## src/rtl/ff_gain_pkg.sv

```systemverilog
// ff_gain_pkg: shared constants, FSM state type and width/bound helpers
// for the ff_gain_mc feed-forward gain stage.
package ff_gain_pkg;

  localparam int N_CH_DEF  = 2;
  localparam int DW_DEF    = 16;
  localparam int KW_DEF    = 16;
  localparam int SHIFT_DEF = 8;

  typedef enum logic {
    IDLE,
    RUN
  } state_e;

  // Signed aim times zero-extended unsigned gain.
  function automatic int prod_w(input int dw, input int kw);
    return dw + kw + 1;
  endfunction

  function automatic longint sat_max(input int dw);
    return (longint'(1) <<< (dw - 1)) - 1;
  endfunction

  function automatic longint sat_min(input int dw);
    return -(longint'(1) <<< (dw - 1));
  endfunction

endpackage

```

## src/rtl/ff_gain_mc_if.sv

```systemverilog
// ff_gain_mc_if: job request / result bundle of the feed-forward gain stage.
interface ff_gain_mc_if
  import ff_gain_pkg::*;
#(
  parameter int N_CH = N_CH_DEF,
  parameter int DW   = DW_DEF,
  parameter int KW   = KW_DEF
);
  logic                 i_en;
  logic [N_CH*DW-1:0]   i_aim;
  logic [N_CH*KW-1:0]   i_kg;
  logic                 o_busy;
  logic                 o_en;
  logic [N_CH*DW-1:0]   o_value;
  logic [N_CH-1:0]      o_sat;

  modport master (
    output i_en, i_aim, i_kg,
    input  o_busy, o_en, o_value, o_sat
  );

  modport slave (
    input  i_en, i_aim, i_kg,
    output o_busy, o_en, o_value, o_sat
  );
endinterface

```

## src/rtl/ff_gain_lane.sv

```systemverilog
// ff_gain_lane: shared multiplier lane. Stage 1 registers the product;
// stage 2 shifts and saturates it for capture by the top level.
// Build option: define FFGAIN_ROUND_EN for round-half-up before the shift.
module ff_gain_lane
  import ff_gain_pkg::*;
#(
  parameter int DW    = DW_DEF,
  parameter int KW    = KW_DEF,
  parameter int SHIFT = SHIFT_DEF,
  parameter int IW    = 2
) (
  input  logic                 clk,
  input  logic                 rstn,
  input  logic                 in_valid,
  input  logic                 in_last,
  input  logic [IW-1:0]        in_idx,
  input  logic signed [DW-1:0] in_aim,
  input  logic [KW-1:0]        in_kg,
  output logic                 out_valid,
  output logic                 out_last,
  output logic [IW-1:0]        out_idx,
  output logic signed [DW-1:0] out_res,
  output logic                 out_sat
);
  localparam int PW = prod_w(DW, KW);
  localparam int RW = PW + 1;
  localparam logic signed [RW-1:0] MAXV = RW'(sat_max(DW));
  localparam logic signed [RW-1:0] MINV = RW'(sat_min(DW));
`ifdef FFGAIN_ROUND_EN
  localparam logic signed [RW-1:0] RND  = RW'(longint'(1) <<< (SHIFT - 1));
`endif

  logic signed [PW-1:0] p_q;
  logic                 valid_q;
  logic                 last_q;
  logic [IW-1:0]        idx_q;
  logic signed [RW-1:0] p_ext;
  logic signed [RW-1:0] p_adj;
  logic signed [RW-1:0] r;

  // Stage 1: register the signed product and its channel tag.
  always_ff @(posedge clk or negedge rstn) begin
    if (!rstn) begin
      valid_q <= 1'b0;
      last_q  <= 1'b0;
      idx_q   <= '0;
      p_q     <= '0;
    end else begin
      valid_q <= in_valid;
      if (in_valid) begin
        last_q <= in_last;
        idx_q  <= in_idx;
        p_q    <= PW'(in_aim) * $signed(PW'({1'b0, in_kg}));
      end
    end
  end

  // Stage 2: optional rounding, arithmetic shift, clamp to DW.
  always_comb begin
    p_ext = RW'(p_q);
`ifdef FFGAIN_ROUND_EN
    p_adj = p_ext + RND;
`else
    p_adj = p_ext;
`endif
    r       = p_adj >>> SHIFT;
    out_res = r[DW-1:0];
    out_sat = 1'b0;
    if (r > MAXV) begin
      out_res = MAXV[DW-1:0];
      out_sat = 1'b1;
    end else if (r < MINV) begin
      out_res = MINV[DW-1:0];
      out_sat = 1'b1;
    end
  end

  assign out_valid = valid_q;
  assign out_last  = last_q;
  assign out_idx   = idx_q;

endmodule

```

## src/rtl/ff_gain_mc.sv

```systemverilog
// ff_gain_mc: multi-channel feed-forward gain, one shared multiplier lane
// time-multiplexed over N_CH channels; all results published together.
// Build option: FFGAIN_ROUND_EN (handled inside ff_gain_lane).
module ff_gain_mc
  import ff_gain_pkg::*;
#(
  parameter int N_CH  = N_CH_DEF,
  parameter int DW    = DW_DEF,
  parameter int KW    = KW_DEF,
  parameter int SHIFT = SHIFT_DEF
) (
  input logic          clk,
  input logic          rstn,
  ff_gain_mc_if.slave  bus
);
  localparam int IW = $clog2(N_CH + 1);
  localparam logic [IW-1:0] LAST_IDX = IW'(N_CH - 1);
  localparam logic [IW-1:0] END_IDX  = IW'(N_CH);

  state_e               state_q, state_d;
  logic [IW-1:0]        idx_q;
  logic [IW-1:0]        sel;
  logic [N_CH*DW-1:0]   aim_buf;
  logic [N_CH*KW-1:0]   kg_buf;
  logic [N_CH*DW-1:0]   shadow_val, upd_val;
  logic [N_CH-1:0]      shadow_sat, upd_sat;
  logic                 accept, feed, finish;
  logic signed [DW-1:0] lane_aim;
  logic [KW-1:0]        lane_kg;
  logic                 lane_valid, lane_last, lane_sat;
  logic [IW-1:0]        lane_idx;
  logic signed [DW-1:0] lane_res;

  assign accept = (state_q == IDLE) && bus.i_en;
  assign feed   = (state_q == RUN) && (idx_q != END_IDX);
  assign sel    = feed ? idx_q : '0;
  assign finish = lane_valid && lane_last;
  assign lane_aim = aim_buf[int'(sel)*DW +: DW];
  assign lane_kg  = kg_buf[int'(sel)*KW +: KW];
  assign bus.o_busy = (state_q == RUN);

  ff_gain_lane #(
    .DW    (DW),
    .KW    (KW),
    .SHIFT (SHIFT),
    .IW    (IW)
  ) u_lane (
    .clk       (clk),
    .rstn      (rstn),
    .in_valid  (feed),
    .in_last   (idx_q == LAST_IDX),
    .in_idx    (sel),
    .in_aim    (lane_aim),
    .in_kg     (lane_kg),
    .out_valid (lane_valid),
    .out_last  (lane_last),
    .out_idx   (lane_idx),
    .out_res   (lane_res),
    .out_sat   (lane_sat)
  );

  // State register.
  always_ff @(posedge clk or negedge rstn) begin
    if (!rstn) state_q <= IDLE;
    else       state_q <= state_d;
  end

  // Next state: start on accepted i_en, finish when the last channel exits stage 2.
  always_comb begin
    state_d = state_q;
    unique case (state_q)
      IDLE: if (bus.i_en) state_d = RUN;
      RUN:  if (finish)   state_d = IDLE;
      default: state_d = IDLE;
    endcase
  end

  // Shadow with the current stage-2 result merged in; this is both the next
  // shadow value and, for the last channel, the complete published result.
  always_comb begin
    upd_val = shadow_val;
    upd_sat = shadow_sat;
    upd_val[int'(lane_idx)*DW +: DW] = lane_res;
    upd_sat[lane_idx] = lane_sat;
  end

  // Input buffer, channel counter, shadow and output registers.
  always_ff @(posedge clk or negedge rstn) begin
    if (!rstn) begin
      aim_buf     <= '0;
      kg_buf      <= '0;
      idx_q       <= '0;
      shadow_val  <= '0;
      shadow_sat  <= '0;
      bus.o_en    <= 1'b0;
      bus.o_value <= '0;
      bus.o_sat   <= '0;
    end else begin
      if (accept) begin
        aim_buf <= bus.i_aim;
        kg_buf  <= bus.i_kg;
        idx_q   <= '0;
      end else if (feed) begin
        idx_q <= idx_q + 1'b1;
      end
      if (lane_valid) begin
        shadow_val <= upd_val;
        shadow_sat <= upd_sat;
      end
      bus.o_en <= finish;
      if (finish) begin
        bus.o_value <= upd_val;
        bus.o_sat   <= upd_sat;
      end
    end
  end

endmodule

```

## src/flat_wrapper.sv

```systemverilog
// flat-port wrapper written by rule: the top's interface ports become plain ports
module ff_gain_mc_flat import ff_gain_pkg::*;
#(
  parameter int N_CH  = N_CH_DEF,
  parameter int DW    = DW_DEF,
  parameter int KW    = KW_DEF,
  parameter int SHIFT = SHIFT_DEF
)
  (clk, rstn, bus_i_en, bus_i_aim, bus_i_kg, bus_o_busy, bus_o_en, bus_o_value, bus_o_sat);
  ff_gain_mc_if #(.N_CH(N_CH), .DW(DW), .KW(KW)) bus_i ();
  input logic clk;
  input logic rstn;
  input wire logic [$bits(bus_i.i_en)-1:0] bus_i_en;
  input wire logic [$bits(bus_i.i_aim)-1:0] bus_i_aim;
  input wire logic [$bits(bus_i.i_kg)-1:0] bus_i_kg;
  output wire logic [$bits(bus_i.o_busy)-1:0] bus_o_busy;
  output wire logic [$bits(bus_i.o_en)-1:0] bus_o_en;
  output wire logic [$bits(bus_i.o_value)-1:0] bus_o_value;
  output wire logic [$bits(bus_i.o_sat)-1:0] bus_o_sat;
  assign bus_i.i_en = bus_i_en;
  assign bus_i.i_aim = bus_i_aim;
  assign bus_i.i_kg = bus_i_kg;
  assign bus_o_busy = bus_i.o_busy;
  assign bus_o_en = bus_i.o_en;
  assign bus_o_value = bus_i.o_value;
  assign bus_o_sat = bus_i.o_sat;
  ff_gain_mc #(.N_CH(N_CH), .DW(DW), .KW(KW), .SHIFT(SHIFT)) u_core (.clk(clk), .rstn(rstn), .bus(bus_i));
endmodule
```

## config.mk

```make
export PLATFORM = sky130hd
export DESIGN_NAME = ff_gain_mc_flat
export DESIGN_NICKNAME = d
export VERILOG_FILES = /design/src/rtl/ff_gain_pkg.sv /design/src/rtl/ff_gain_mc_if.sv /design/src/rtl/ff_gain_lane.sv /design/src/rtl/ff_gain_mc.sv /design/src/flat_wrapper.sv
export SDC_FILE = /design/constraint.sdc
export NUM_CORES = 1
export LEC_CHECK = 0
export ABC_AREA = 1
export CORE_MARGIN = 10
export CORE_UTILIZATION = 25
export CTS_CLUSTER_DIAMETER = 60
export DETAILED_ROUTE_END_ITERATION = 10
export GPL_TIMING_DRIVEN = 1
export HOLD_SLACK_MARGIN = 0.12
export PLACE_DENSITY = 0.43
export SLEW_MARGIN = 15
export SYNTH_ARGS = -nofsm -noshare
export SYNTH_HDL_FRONTEND = slang
export SYNTH_SLANG_ARGS = --single-unit
```

## constraint.sdc

```tcl
create_clock -name clk -period 7.3 [get_ports clk]
set_clock_uncertainty 0.1 [all_clocks]
set_input_delay 1.46 -clock clk [delete_from_list [all_inputs] [get_ports clk]]
set_output_delay 1.46 -clock clk [all_outputs]
set_load 0.01 [all_outputs]
```

==> results.py <==
metrics = {
    "worst_setup_path": {
        "crit_top_cell": "nand2_1",
        "slowest_delay_ns": 0.54,
        "cp-start-kind": "flip-flop",
        "r2r-end": "u_core.u_lane.p_q[22]",
        "slowest_stage": "fa_1",
        "critical_path.max_fanout": 25,
        "crit_path_end_kind": "flip-flop",
        "r2r_slack_ns": 0.50,
        "path_class": "reg -> reg",
        "crit_required_ns": 7.52,
        "crit_arrival_ns": 7.02,
        "rr_worst_depth": 34,
        "r2r_start": "u_core.idx_q[0]",
    },
    "clock_tree": {
        "cts_tree": "built",
        "cts_buffer_depth": 2,
        "cts_inserted_buffers": 17,
        "clock_latency_ns": 0.46,
        "cts_sinks": 165,
        "postCtsHoldBufs": 0,
        "cts-root-buf": "clkbuf_16",
        "cts_max_level": 4,
        "cts.clk_slew.worst_paths_ns": 0.08,
    },
    "floorplan": {
        "fp.dieW_um": 273,
        "dieArea_um2": 74600,
        "rows": 92,
        "io_pins": 103,
        "die_y_um": 273,
        "fp.coreArea_um2": 63300,
        "initial_utilization": 0.253,
    },
    "sta": {
        "post-route-period-util": 0.931,
        "fin_tns_setup_ns": 0,
        "rsz0062_at_grt": "no",
        "maxSlewViolCount": 0,
        "worst_slew_pin_slew_ns": 1.03,
        "fmax_ghz": 0.147,
        "period_needed_ns": 6.80,
        "setup_viol": 0,
        "final_hold_viol_count": 0,
        "max-slew-margin-rel": 0.306,
        "fin_worst_hold_slack_ns": 0.380,
    },
    "min_path": {
        "worst_hold_path_type": "reg -> reg",
        "hold_end": "u_core.bus.o_value[17]",
        "hold_start": "u_core.bus.o_value[17]",
        "hold-path-cell-count": 2,
    },
    "logic_synthesis": {
        "synth_cell_type_count": 44,
        "synthAdderAreaFrac": 0.336,
        "synth_xor_area_frac": 0.00492,
        "yosysSeqAreaShare": 0.258,
        "ys_seq_elements": 165,
        "synth.mux.area_fraction": 0.0246,
        "yosys_warnings": 0,
        "syn-num-nets": 2355,
        "yosys.area_share.simple": 0.184,
        "syn_area_per_cell_um2": 8.12,
        "synth_compound_area_frac": 0.0793,
        "synth_top_family_by_area": "adder cells",
        "netlist_instances": 1973,
        "syn-cell-area_um2": 16000,
    },
    "route": {
        "routed_wl_mm": 50.7,
        "vias": 12800,
        "wl_per_cell_um": 17.1,
        "first_pass_iters": 5,
        "postRouteAntennaNets": 0,
        "route.detailed.drc": 0,
        "drtIter0Drc": 618,
        "avgViaCountPerCell": 4.30,
    },
    "status": {
        "status": "finished clean",
    },
    "grt": {
        "grt_use_total": 0.137,
        "grt_max_degree": 90,
        "grt_pass1_vias": 13700,
        "grt_pass1_wl_mm": 80.2,
        "antenna_found_initial": 0,
        "grt-ovfl-total": 0,
    },
    "final_layout": {
        "final_util": 0.304,
        "layout-drive-gt1-share": 0.0988,
        "layout-area-overhead-vs-synth_pct": 20.2,
        "final_common_cell": "nand2_1",
        "fill_cells": 6923,
        "postLayoutCellArea_um2": 19300,
        "final_cell_mix": "nand2_1, inv_1, nor2_1",
        "diodes": 0,
        "fin_nets": 2495,
    },
    "placed_design": {
        "dpl_cell_area_um2": 18400,
        "place.gp.congestion": 0.878,
        "hpwl_mm": 42.1,
        "place.port_buffers": 102,
    },
    "job": {
        "maxCapViolCount": 0,
    },
}
## Yosys cell counts (all sizes together)
master / count / area [um^2]
nor2: 210 / 801
nand2: 454 / 1720
o211ai: 1 / 12.5
dfrtp: 165 / 4130
nor3: 9 / 45.0
mux2: 35 / 394
a21boi: 1 / 7.51
xnor2: 8 / 70.1
nor4: 1 / 6.26
clkinv: 11 / 41.3
nand4: 4 / 25.0
inv: 408 / 1530
a31oi: 6 / 37.5
fa: 193 / 3860
o211a: 1 / 10.0
a21o: 2 / 15.0
a211oi: 2 / 15.0
nand3b: 5 / 37.5
o21ai: 117 / 589
and3: 2 / 12.5
xor2: 1 / 8.76
a21oi: 63 / 315
o22ai: 33 / 206
ha: 122 / 1530
o21a: 5 / 37.5
nand3: 46 / 263
or2: 6 / 37.5
a41oi: 1 / 8.76
o21bai: 2 / 15.0
buf: 14 / 71.3
clkbuf: 45 / 169
## how the worst max path moves through the flow
stage / startpoint / end / slack [ns] / depth (start not counted)
after floorplan: u_core.idx_q[0] / u_core.u_lane.p_q[27] / 0.63 / 32
after global placement: u_core.idx_q[0] / u_core.u_lane.p_q[31] / 0.13 / 29
after detailed placement: u_core.idx_q[0] / u_core.u_lane.p_q[31] / 0.12 / 29
after CTS: u_core.idx_q[0] / u_core.u_lane.p_q[31] / 0.10 / 29
after global routing: u_core.idx_q[0] / u_core.u_lane.p_q[31] / 0.02 / 31
final: u_core.idx_q[0] / u_core.u_lane.p_q[22] / 0.50 / 34
## cells by family (layout without fill, tap and decap cells)
family,count (synthesis),count (layout)
buffers and inverters,478,631
adder cells (fa/ha/maj),315,315
XOR/XNOR,9,9
AND/OR/NAND/NOR,737,737
flip-flops,165,165
AO/OA/AOI/OAI,234,234
multiplexers,35,35
## state kept, by name, summed over array words and instances (netlist names)
signal / cells
u_core.aim_buf: 32
u_core.bus.o_value: 32
u_core.kg_buf: 32
u_core.shadow_val: 32
u_core.u_lane.p_q: 25
u_core.bus.o_sat: 2
u_core.idx_q: 2
u_core.shadow_sat: 2
u_core.u_lane.out_idx: 2
u_core.bus.o_busy: 1
u_core.bus.o_en: 1
u_core.u_lane.out_last: 1
u_core.u_lane.out_valid: 1
## metal layers
metal  routed length, um  track usage  share of wire  vias up
met4                 778       0.0268          0.015        0
met5                   0            0              0        -
met3                1640       0.0213          0.032       34
met2               24600        0.233           0.48      206
met1               23700        0.182           0.47     6259
li1                    -            -              -     6274
## timing repair
action                                  in CTS  in global routing
resized for setup                            0                 54
buffers inserted                             0                  9
endpoints found under the setup margin       0                 19
## worst max-delay path: cells and delay by family, from the launching register on
| kind | cells | cell delay [ns] |
|---|---|---|
| simple gates | 12 | 1.26 |
| buf+inv | 12 | 1.12 |
| fa+ha+maj | 8 | 3.50 |
| flops | 1 | 0.38 |
| compound gates | 2 | 0.28 |
## per-stage QoR
stage / worst slack (ns) / instances
2_1_floorplan: 0.628 / 1973
3_3_place_gp: 0.133 / 2930
3_5_place_dp: 0.124 / 2930
4_1_cts: 0.103 / 2962
5_1_grt: 0.0198 / 2972
6_report: 0.501 / 2972
## layout make-up
class	count	area [um^2]	share of cell area
Tap cell	846	1060	0.0550
Clock buffer	17	425	0.0221
Multi-Input combinational cell	1330	10200	0.530
Inverter	419	1610	0.0835
Sequential cell	165	4130	0.214
Clock inverter	15	180	0.00936
Timing Repair Buffer	180	1660	0.0861
Power is not shown: default switching activity piles up to over one toggle a cycle in this logic, so the estimate is an artifact.
